--- src/rtl/i2s_rx.sv ---
// I2S-style serial audio receiver.
// Oversamples bclk/lrck/din with clk and deserialises left-justified stereo
// frames, WIDTH bits per slot. It presents each complete left/right pair with
// a one-cycle valid strobe. It also tracks framing lock and counts framing
// errors with a saturating counter.
module i2s_rx #(
  parameter int WIDTH       = 16,
  parameter int SYNC_STAGES = 2,
  parameter int TIMEOUT     = 256,
  parameter int LOCK_FRAMES = 2
) (
  input  logic             clk,
  input  logic             rst,
  input  logic             i2s_bclk,
  input  logic             i2s_lrck,
  input  logic             i2s_din,
  output logic [WIDTH-1:0] audio_l,
  output logic [WIDTH-1:0] audio_r,
  output logic             valid,
  output logic             locked,
  output logic [7:0]       err_cnt
);

  localparam int CW = $clog2(WIDTH + 1);
  localparam int TW = $clog2(TIMEOUT + 1);
  localparam int GW = $clog2(LOCK_FRAMES + 1);

  logic [SYNC_STAGES-1:0] bclk_sync_q, lrck_sync_q, din_sync_q;
  logic                   bclk_prev_q;
  logic                   bclk_s, lr_s, din_s, strobe;

  logic [WIDTH-1:0] shift_q, shift_d;
  logic [CW-1:0]    bit_cnt_q, bit_cnt_d;
  logic             ovr_q, ovr_d;
  logic             prev_lr_q, prev_lr_d;
  logic             left_ok_q, left_ok_d;
  logic [WIDTH-1:0] left_stage_q, left_stage_d;
  logic [WIDTH-1:0] right_stage_q, right_stage_d;
  logic             commit_q, commit_d;
  logic [GW-1:0]    good_cnt_q, good_cnt_d;
  logic [TW-1:0]    to_cnt_q, to_cnt_d;
  logic [7:0]       err_cnt_q, err_cnt_d;
  logic [WIDTH-1:0] audio_l_q, audio_l_d;
  logic [WIDTH-1:0] audio_r_q, audio_r_d;
  logic             valid_q, valid_d;

  assign bclk_s = bclk_sync_q[SYNC_STAGES-1];
  assign lr_s   = lrck_sync_q[SYNC_STAGES-1];
  assign din_s  = din_sync_q[SYNC_STAGES-1];
  // Falling edge of the synchronised bit clock is the data sample point.
  assign strobe = bclk_prev_q & ~bclk_s;

  // Synchronise the asynchronous I2S pins; all three see equal delay.
  always_ff @(posedge clk) begin
    if (rst) begin
      bclk_sync_q <= '0;
      lrck_sync_q <= '0;
      din_sync_q  <= '0;
      bclk_prev_q <= 1'b0;
    end else begin
      bclk_sync_q <= {bclk_sync_q[SYNC_STAGES-2:0], i2s_bclk};
      lrck_sync_q <= {lrck_sync_q[SYNC_STAGES-2:0], i2s_lrck};
      din_sync_q  <= {din_sync_q[SYNC_STAGES-2:0], i2s_din};
      bclk_prev_q <= bclk_s;
    end
  end

  // Next-state logic: deserialiser, framing checks, lock and timeout.
  always_comb begin
    shift_d       = shift_q;
    bit_cnt_d     = bit_cnt_q;
    ovr_d         = ovr_q;
    prev_lr_d     = prev_lr_q;
    left_ok_d     = left_ok_q;
    left_stage_d  = left_stage_q;
    right_stage_d = right_stage_q;
    commit_d      = 1'b0;
    good_cnt_d    = good_cnt_q;
    to_cnt_d      = to_cnt_q;
    err_cnt_d     = err_cnt_q;
    audio_l_d     = audio_l_q;
    audio_r_d     = audio_r_q;
    valid_d       = 1'b0;

    // A complete pair was staged last cycle: publish both channels at once.
    if (commit_q) begin
      audio_l_d = left_stage_q;
      audio_r_d = right_stage_q;
      valid_d   = 1'b1;
      left_ok_d = 1'b0;
      if (good_cnt_q != GW'(LOCK_FRAMES)) good_cnt_d = good_cnt_q + GW'(1);
    end

    if (strobe) begin
      to_cnt_d  = '0;
      prev_lr_d = lr_s;
      if (lr_s != prev_lr_q) begin
        // New slot; a nonzero count means the previous slot was short or overran.
        if (bit_cnt_q != '0) begin
          if (err_cnt_q != 8'hFF) err_cnt_d = err_cnt_q + 8'd1;
          good_cnt_d = '0;
          left_ok_d  = 1'b0;
        end
        shift_d   = {{(WIDTH-1){1'b0}}, din_s};
        bit_cnt_d = CW'(1);
        ovr_d     = 1'b0;
      end else begin
        shift_d = {shift_q[WIDTH-2:0], din_s};
        // After a slot completes, extra bits only leave a nonzero marker so the
        // next lrck edge flags the overrun; they never complete a second channel.
        bit_cnt_d = ovr_q ? CW'(1) : bit_cnt_q + CW'(1);
      end
      if (bit_cnt_d == CW'(WIDTH)) begin
        bit_cnt_d = '0;
        ovr_d     = 1'b1;
        if (!lr_s) begin
          left_stage_d = shift_d;
          left_ok_d    = 1'b1;
        end else if (left_ok_q) begin
          right_stage_d = shift_d;
          commit_d      = 1'b1;
        end
      end
    end else if (to_cnt_q != TW'(TIMEOUT)) begin
      to_cnt_d = to_cnt_q + TW'(1);
      if (to_cnt_d == TW'(TIMEOUT)) begin
        good_cnt_d = '0;
        left_ok_d  = 1'b0;
        bit_cnt_d  = '0;
        ovr_d      = 1'b0;
      end
    end
  end

  // State register with synchronous reset.
  always_ff @(posedge clk) begin
    if (rst) begin
      shift_q       <= '0;
      bit_cnt_q     <= '0;
      ovr_q         <= 1'b0;
      prev_lr_q     <= 1'b0;
      left_ok_q     <= 1'b0;
      left_stage_q  <= '0;
      right_stage_q <= '0;
      commit_q      <= 1'b0;
      good_cnt_q    <= '0;
      to_cnt_q      <= '0;
      err_cnt_q     <= '0;
      audio_l_q     <= '0;
      audio_r_q     <= '0;
      valid_q       <= 1'b0;
    end else begin
      shift_q       <= shift_d;
      bit_cnt_q     <= bit_cnt_d;
      ovr_q         <= ovr_d;
      prev_lr_q     <= prev_lr_d;
      left_ok_q     <= left_ok_d;
      left_stage_q  <= left_stage_d;
      right_stage_q <= right_stage_d;
      commit_q      <= commit_d;
      good_cnt_q    <= good_cnt_d;
      to_cnt_q      <= to_cnt_d;
      err_cnt_q     <= err_cnt_d;
      audio_l_q     <= audio_l_d;
      audio_r_q     <= audio_r_d;
      valid_q       <= valid_d;
    end
  end

  assign audio_l = audio_l_q;
  assign audio_r = audio_r_q;
  assign valid   = valid_q;
  assign locked  = (good_cnt_q == GW'(LOCK_FRAMES));
  assign err_cnt = err_cnt_q;

endmodule

--- config.mk ---
export PLATFORM = sky130hd
export DESIGN_NAME = i2s_rx
export DESIGN_NICKNAME = d
export VERILOG_FILES = /design/src/rtl/i2s_rx.sv
export SDC_FILE = /design/constraint.sdc
export NUM_CORES = 1
export LEC_CHECK = 0
export BUFFER_PORTS_ARGS = -buffer_cell sky130_fd_sc_hd__buf_2
export CAP_MARGIN = 20
export CELL_PAD_IN_SITES_DETAIL_PLACEMENT = 1
export CELL_PAD_IN_SITES_GLOBAL_PLACEMENT = 1
export CORE_ASPECT_RATIO = 2
export CORE_UTILIZATION = 40
export DETAILED_ROUTE_END_ITERATION = 10
export GPL_TIMING_DRIVEN = 0
export PLACE_DENSITY = 0.68
export SYNTH_ARGS = -nofsm -noshare
export SYNTH_HDL_FRONTEND = slang
export SYNTH_SLANG_ARGS = --single-unit
--- constraint.sdc ---
create_clock -name clk -period 2.35 [get_ports clk]
set_input_delay 0.1175 -clock clk [delete_from_list [all_inputs] [get_ports clk]]
set_output_delay 0.1175 -clock clk [all_outputs]
set_load 0.1 [all_outputs]
# --- Word level (Yosys, flattened, before mapping) ---
# Index checks and enable logic that the tools add are counted.
word_totals:
  register_bits: 115
  input_bits: 5
  output_inout_bits: 42
op_classes:
  add_sub_neg: 4
  eq_ne: 8
  muxes: 30
  bitwise_logic: 5
  reduce_logical: 10
op_table:
  columns: ["operator", "count"]
  rows:
  - ["5-bit 2-to-1 mux", 7]
  - ["16-bit 2-to-1 mux", 1]
  - ["1-bit 2-to-1 mux", 15]
  - ["2-bit 2-to-1 mux", 7]
  - ["9-bit by 1-bit adder with 9-bit output (second input constant)", 1]
  - ["9-bit equality test (second input constant)", 1]
  - ["9-bit inequality test (second input constant)", 1]
  - ["8-bit by 1-bit adder with 8-bit output (second input constant)", 1]
  - ["8-bit inequality test (second input constant)", 1]
  - ["4-bit AND reduction", 2]
  - ["3-bit AND reduction", 2]
  - ["5-bit by 1-bit adder with 5-bit output (second input constant)", 1]
  - ["5-bit equality test (second input constant)", 1]
  - ["5-bit nonzero test", 1]
  - ["1-bit inverter", 4]
  - ["2-bit nonzero test", 2]
  - ["4-bit OR reduction", 1]
  - ["3-bit by 1-bit inequality test with 1-bit output (second input constant)", 1]
  - ["2-bit by 1-bit adder with 2-bit output (second input constant)", 1]
  - ["2-bit equality test (second input constant)", 1]
  - ["2-bit inequality test (second input constant)", 1]
  - ["2-bit AND reduction", 1]
  - ["2-bit OR reduction", 1]
  - ["1-bit AND", 1]
  - ["1-bit inequality test", 1]

# --- Logic depth before layout (Yosys ltp) ---
# Gate-level depths: netlist of run 1.
depth:
  word_depth: 7
  ltp_mapped: 9

# --- Worst setup path after synthesis of run 1 ---
# OpenSTA, ideal clock, no wires.
synth_timing:
  path_type: "register -> register"
  from: "register err_cnt_q[0], in the netlist err_cnt[0]"
  to: "register err_cnt_q[2], in the netlist err_cnt[2]"
  setup_ps: 128
  arrival_time_ps: 2061
  setup_slack_ps: 161
  path_stages_with_launch: 7
  n_path_buf: 0
  path_cell_list: "dfxtp_1 > ha_1 > nand3_1 > nor2_1 > nor3b_1 > xnor2_1 > nor2_1"
synth_between:
  elab_chain_len: 2
  elab_cells_between_ends: 3
  classes_between: "1 x add/sub; 1 x eq/ne; 1 x reduce/logical"
synth_lines:
  columns: ["item", "line", "source"]
  rows:
  - ["from (decl)", "42", "logic [7:0] err_cnt_q, err_cnt_d;"]
  - ["from (signal assigned)", "163", "err_cnt_q <= err_cnt_d;"]
  - ["parallel branches: the longest is 2 deep, another holds 8-bit by 1-bit adder with 8-bit output", null, null]
# Several ways; the timed one is not identified.
# A chain may end at the register's enable or synchronous reset.

# --- Final worst setup path of run 1 ---
layout_timing:
  from: "register to_cnt_q[0]"
  to: "register left_ok_q"
layout_between:
  elab_chain_len: 5
  elab_cells_between_ends: 6
  classes_between: "1 x add/sub; 2 x eq/ne; 3 x mux"
layout_lines:
  columns: ["item", "line", "source"]
  rows:
  - ["from (decl)", "41", "logic [TW-1:0] to_cnt_q, to_cnt_d;"]
  - ["from (signal assigned)", "162", "to_cnt_q <= to_cnt_d;"]
  - ["9-bit by 1-bit adder with 9-bit output", "125", "to_cnt_d = to_cnt_q + TW'(1);"]
  - ["9-bit equality test", "126", "if (to_cnt_d == TW'(TIMEOUT)) begin"]
  - ["1-bit 2-to-1 mux", "126", null]
  - ["1-bit 2-to-1 mux (*)", "124", "end else if (to_cnt_q != TW'(TIMEOUT)) begin"]
  - ["1-bit 2-to-1 mux (*)", "94", "if (strobe) begin"]
  - ["to (signal assigned)", "157", "left_ok_q <= left_ok_d;"]
  - ["to (decl)", "36", "logic left_ok_q, left_ok_d;"]
# Every way passes the cells marked *; elsewhere a longest branch is shown, timed or not.

==> results of run 1 <==
[routing by layer]
metal	GRT usage	vias up	part of all wire
met4	0.0891	0	0.024
met5	0	-	0
li1	-	1803	-
met3	0.0513	23	0.025
met2	0.432	57	0.58
met1	0.208	1793	0.37
[critical path: stages, from the launching register on]
cell and delay (ns):
dfxtp_1 0.36, ha_1 0.23, buf_6 0.14, a211o_1 0.32
a2111oi_4 0.38, o221ai_2 0.23, o211ai_2 0.28, o32ai_1 0.11
[kinds of logic after synthesis]
logic type,synth area share
AOI/OAI and AO/OA,0.0838
buffers and inverters,0.0382
and+or+nand+nor,0.216
xor gates and xnor gates,0.0390
adders and majority gates,0.0188
DFF,0.494
muxes,0.110
[timing repair]
item	CTS	global route
endpoints found under the hold margin	3	0
buffers inserted	0	0
hold buffers	3	0
resized for setup	0	3
endpoints found under the setup margin	0	11
[flip-flops by register name (all words and copies together) (netlist names), 5 cells and up]
name	count
audio_l	16
audio_r	16
bit_cnt_q	5
err_cnt	8
left_stage_q	16
right_stage_q	16
shift_q	15
to_cnt_q	9
[Yosys cell counts, types with 2 or more instances]
master	n
ha_1	7
nand2b_1	3
nand4_1	3
o211ai_2	2
buf_6	2
xnor2_1	13
nand3b_1	2
buf_4	4
nand3_1	10
nor2_1	70
inv_1	9
dfxtp_1	115
a21oi_1	38
and3_1	2
a211o_1	2
nor4_1	3
nor2b_1	10
xor2_1	4
a31oi_1	3
mux2i_1	51
o21a_1	2
nor3_1	2
buf_2	4
nor4_2	2
clkbuf_1	12
buf_1	7
nand2_1	77
and2_1	16
[cell type report]
type	instances	area, um^2
plain buffers	29	146
clock buffers	17	425
clock inverters	15	135
fillers	1349	5700
inverters	9	33.8
multi-input cells	347	2180
flip-flops and latches	115	2300
well taps	142	178
repair buffers	49	260
[metrics by stage]
stage          power [uW]  setup slack (ns)  utilization  cell area (um^2)  hold WS, ns
5_1_grt              4650            0.0201        0.498              5660       0.0936
4_1_cts              4550             0.112        0.498              5650       0.0749
3_3_place_gp         2120             0.144        0.446              5060        0.328
2_1_floorplan        2080             0.161            -              4660        0.246
3_5_place_dp         2120             0.135        0.446              5060        0.345
6_report             4510             0.160        0.498              5660       0.0829
[power by group]
part	switching (uW)	internal, uW	total, uW
Sequential	10.2	1960	1970
Clock	966	1460	2420
Combinational	76.5	33.5	110
Total	1050	3450	4510
[worst min path at each step]
stage	start	endpoint	depth (start not counted)
6_report	rst	bit_cnt_q[1]	4
5_1_grt	rst	bit_cnt_q[1]	4
4_1_cts	rst	bit_cnt_q[1]	4
3_5_place_dp	i2s_lrck	lrck_sync_q[0]	2
3_3_place_gp	i2s_bclk	bclk_sync_q[0]	2
2_1_floorplan	i2s_bclk	bclk_sync_q[0]	1
==> results.json, run 1 <==
{
  "status": "complete, no violations",
  "insertion_delay_ns": 0.41,
  "die_area_um2": 12100,
  "ir_worst_vdd_v": 0.000651,
  "htree_levels": 4,
  "fp-row-count": 55,
  "reg2reg_slack_ns": 0.16,
  "drcViolationCount": 0,
  "slew_viol_final": 0,
  "power.density_nw_per_um2": 796,
  "stdcell_count": 723,
  "antenna_left": 0,
  "drive_gt1_frac": 0.182,
  "seq_area_frac_synth": 0.494,
  "cap_violations": 0,
  "tightest_slew_ns": 0.850,
  "syn2layout_area_growth_pct": 21.6,
  "wl_per_cell_um": 16.5,
  "crit_start": "to_cnt_q[0]",
  "avgViaCountPerCell": 5.08,
  "nNetsFinal": 580,
  "grt.total_usage": 0.219,
  "synth_nets": 512,
  "core_um2": 11400,
  "worstPathMaxFanout": 7,
  "synth_top_area_frac": 0.494,
  "numPlacedInstances": 688,
  "clk_pin_slew_ns": 0.06,
  "grt_pass1_vias": 4026,
  "critical_path_arrival_ns": 2.45,
  "synth_async_sr_flop_share": 0,
  "layout_commonest_cell": "dfxtp_1",
  "ys_seq_elements": 115,
  "r2r_end": "left_ok_q",
  "ys_types": 53,
  "synth.top_cells.by_area": "dfxtp_1 (49%), mux2i_1 (11%), nand2_1 (6.2%)",
  "routed_wl_um": 11900,
  "final_cell_mix": "dfxtp_1 (115), nand2_1 (77), nor2_1 (70), mux2i_1 (51), buf_2 (49)",
  "p_leak_uw": 0.00227,
  "max-slew-margin-rel": 0.433,
  "cts.sinks": 115,
  "syn_inst": 500,
  "gp_congestion": 0.798,
  "dp_hpwl_um": 8640,
  "rsz0062_at_grt": "no",
  "avgSynthCellArea_um2": 9.31,
  "die_w_um": 78.3,
  "grt_overflow": 0,
  "hp-class": "in2reg",
  "fin_setup_tns_ns": 0,
  "num_vias": 3676,
  "timing.final.crit_share": 0.932,
  "drt-initial-drc-count": 102,
  "initial_core_util": 0.410,
  "min_period_ns": 2.19,
  "cp-start-kind": "register",
  "synth_enable_flop_cells": 0,
  "timing.fmax_mhz": 457,
  "crit_required_ns": 2.61,
  "cts_buffers": 17,
  "yosys.area.top_type": "dfxtp_1",
  "dr.pass1.iters": 6,
  "grt_first_pass_wirelength_um": 20200,
  "setup-violations-final": 0,
  "portBuffers": 46,
  "ios": 47,
  "n_antenna_cell": 0,
  "r2r.worst_path.cells": 7,
  "antenna_found_initial": 0,
  "cts.path.max_buffers": 2,
  "netlist_area_um2": 4660,
  "grt_max_degree": 17,
  "timing.rr.start": "to_cnt_q[0]",
  "clock-root-buffer": "clkbuf_16",
  "cts_tree": "built",
  "worstSetupPathType": "reg2reg",
  "final_hold_viol_count": 0,
  "ys.flop_type": "dfxtp_1",
  "die_h_um": 155,
  "endpoint_kind": "register",
  "worstSetupEndpoint": "left_ok_q",
  "clock_skew_ns": 0.00698,
  "yosysWarningCount": 0
}
(Power assumes the default switching activity.)
==> run 2, diff against run 1 <==
CORE_UTILIZATION = 45   (was 40)
PLACE_DENSITY = 0.76   (was 0.68)
==> results.json, run 2 (synthesis gave the netlist of run 1 again) <==
{
  "cp-start-kind": "register",
  "max-slew-margin-rel": 0.394,
  "layout_commonest_cell": "dfxtp_1",
  "antenna_found_initial": 0,
  "n_fill_cell": 1151,
  "power.density_nw_per_um2": 865,
  "antenna_left": 0,
  "drt-initial-drc-count": 107,
  "pwr-share-seq": 0.397,
  "fin_setup_tns_ns": 0,
  "die_area_um2": 10800,
  "grt.total_usage": 0.253,
  "timing.rr.start": "bit_cnt_q[0]",
  "setup-violations-final": 0,
  "clk_pin_slew_ns": 0.06,
  "grt_max_degree": 17,
  "worstSetupPathType": "reg2reg",
  "avgViaCountPerCell": 5.25,
  "worstPathMaxFanout": 10,
  "htree_levels": 4,
  "p_comb_frac": 0.022,
  "nNetsFinal": 580,
  "r2r.worst_path.cells": 8,
  "power.total_uw": 4970,
  "pwr-share-clk": 0.581,
  "p_leak_uw": 0.00231,
  "die_h_um": 146,
  "ios": 47,
  "status": "complete, no violations",
  "slew_viol_final": 0,
  "cap_violations": 0,
  "reg2reg_slack_ns": 0.13,
  "r2r_end": "right_stage_q[15]",
  "grt_first_pass_wirelength_um": 20000,
  "ir_worst_vdd_v": 0.000645,
  "timing.fmax_mhz": 450,
  "min_period_ns": 2.22,
  "place_ws_ns": 0.140,
  "clock_skew_ns": 0.00783,
  "clock-root-buffer": "clkbuf_16",
  "cts.path.max_buffers": 2,
  "p_sw_uw": 1030,
  "grt_pass1_vias": 4013,
  "setup_ws_ns": 0.127,
  "insertion_delay_ns": 0.42,
  "tightest_slew_ns": 0.909,
  "fp-row-count": 52,
  "crit_start": "bit_cnt_q[0]",
  "n_antenna_cell": 0,
  "dr.pass1.iters": 4,
  "crit_required_ns": 2.63,
  "rsz0062_at_grt": "no",
  "p_sw_frac": 0.208,
  "p_int_uw": 3940,
  "wl_per_cell_um": 17.5,
  "gp_congestion": 0.819,
  "cts_buffers": 17,
  "endpoint_kind": "register",
  "grt_overflow": 0,
  "core_um2": 10100,
  "num_vias": 3758,
  "cts.sinks": 115,
  "initial_core_util": 0.462,
  "dp_hpwl_um": 8730,
  "drive_gt1_frac": 0.177,
  "routed_wl_um": 12500,
  "hp-class": "in2reg",
  "cts_tree": "built",
  "final_hold_viol_count": 0,
  "worstSetupEndpoint": "right_stage_q[15]",
  "syn2layout_area_growth_pct": 23.4,
  "final_cell_mix": "dfxtp_1 (115), nand2_1 (77), nor2_1 (70), mux2i_1 (51), buf_2 (50)",
  "timing.final.crit_share": 0.946,
  "die_w_um": 73.9,
  "portBuffers": 46,
  "drcViolationCount": 0,
  "critical_path_arrival_ns": 2.50
}
==> run 2: cell count changes in the layout (fill, tap and decap cells not counted) <==
| cell | previous run | this run |
|---|---|---|
| nor2b_2 | 1 | 0 |
| bufinv_16 | 1 | 5 |
| inv_6 | 3 | 2 |
| clkinvlp_4 | 5 | 3 |
| clkinv_4 | 3 | 1 |
| clkbuf_1 | 12 | 14 |
| nor2b_1 | 9 | 10 |
| clkinv_2 | 3 | 0 |
| clkbuf_8 | 0 | 2 |
| buf_2 | 49 | 50 |
| buf_4 | 5 | 4 |
==> run 2: area by class of cell <==
cell class | count | area (um^2) | share of cell area
multi-input combinational | 347 | 2180 | 0.379
sequential | 115 | 2300 | 0.401
clock buffer | 21 | 460 | 0.0802
tap | 135 | 169 | 0.0294
inverter | 9 | 33.8 | 0.00588
clock inverter | 11 | 199 | 0.0346
buffer | 29 | 144 | 0.0250
timing repair buffer | 49 | 260 | 0.0453
==> run 2: worst max-delay path, cell delays in order (launching register included) <==
cell and delay [ns]:
dfxtp_1 0.43, inv_1 0.10, ha_1 0.34, nor2b_1 0.16, and4b_4 0.30, o2111ai_2 0.27
buf_2 0.31, nand2_1 0.10, a21oi_1 0.06
==> run 2: worst min path at each step <==
stage,from,slack (ns),endpoint,depth (start not counted)
2_1_floorplan,i2s_bclk,0.25,bclk_sync_q[0],1
3_3_place_gp,i2s_bclk,0.33,bclk_sync_q[0],2
3_5_place_dp,i2s_lrck,0.34,lrck_sync_q[0],2
4_1_cts,rst,0.05,bit_cnt_q[1],4
5_1_grt,rst,0.08,bit_cnt_q[1],4
6_report,rst,0.05,bit_cnt_q[1],4
==> run 2: through the flow <==
| step | hold WS [ns] | cell area (um^2) | instances | util |
|---|---|---|---|---|
| after detailed placement | 0.337 | 5050 | 681 | 0.501 |
| after floorplan | 0.246 | 4660 | 500 | - |
| final | 0.0525 | 5740 | 716 | 0.570 |
| after global routing | 0.0760 | 5740 | 716 | 0.570 |
| after global placement | 0.327 | 5050 | 681 | 0.501 |
| after CTS | 0.0491 | 5740 | 716 | 0.570 |
==> run 2: per-layer routing <==
layer / wire (um) / vias to the layer above / track usage
li1: - / 1806 / -
met1: 4550 / 1835 / 0.240
met2: 7180 / 79 / 0.472
met3: 352 / 38 / 0.0589
met4: 443 / 0 / 0.136
met5: 0 / - / 0
==> run 2: what timing repair did <==
item	4_1_cts	5_1_grt
resized for setup	0	0
hold buffers	3	0
endpoints found under the hold margin	3	0
buffers inserted	0	0
==> run 2: power by group through the flow <==
| stage | Sequential, uW | Clock [uW] | Combinational, uW |
|---|---|---|---|
| floorplan | 2010 | 0 | 71.4 |
| global placement | 2010 | 0 | 101 |
| detailed placement | 2010 | 0 | 105 |
| CTS | 1970 | 2920 | 110 |
| global route | 1970 | 3010 | 120 |
| finish | 1970 | 2890 | 109 |
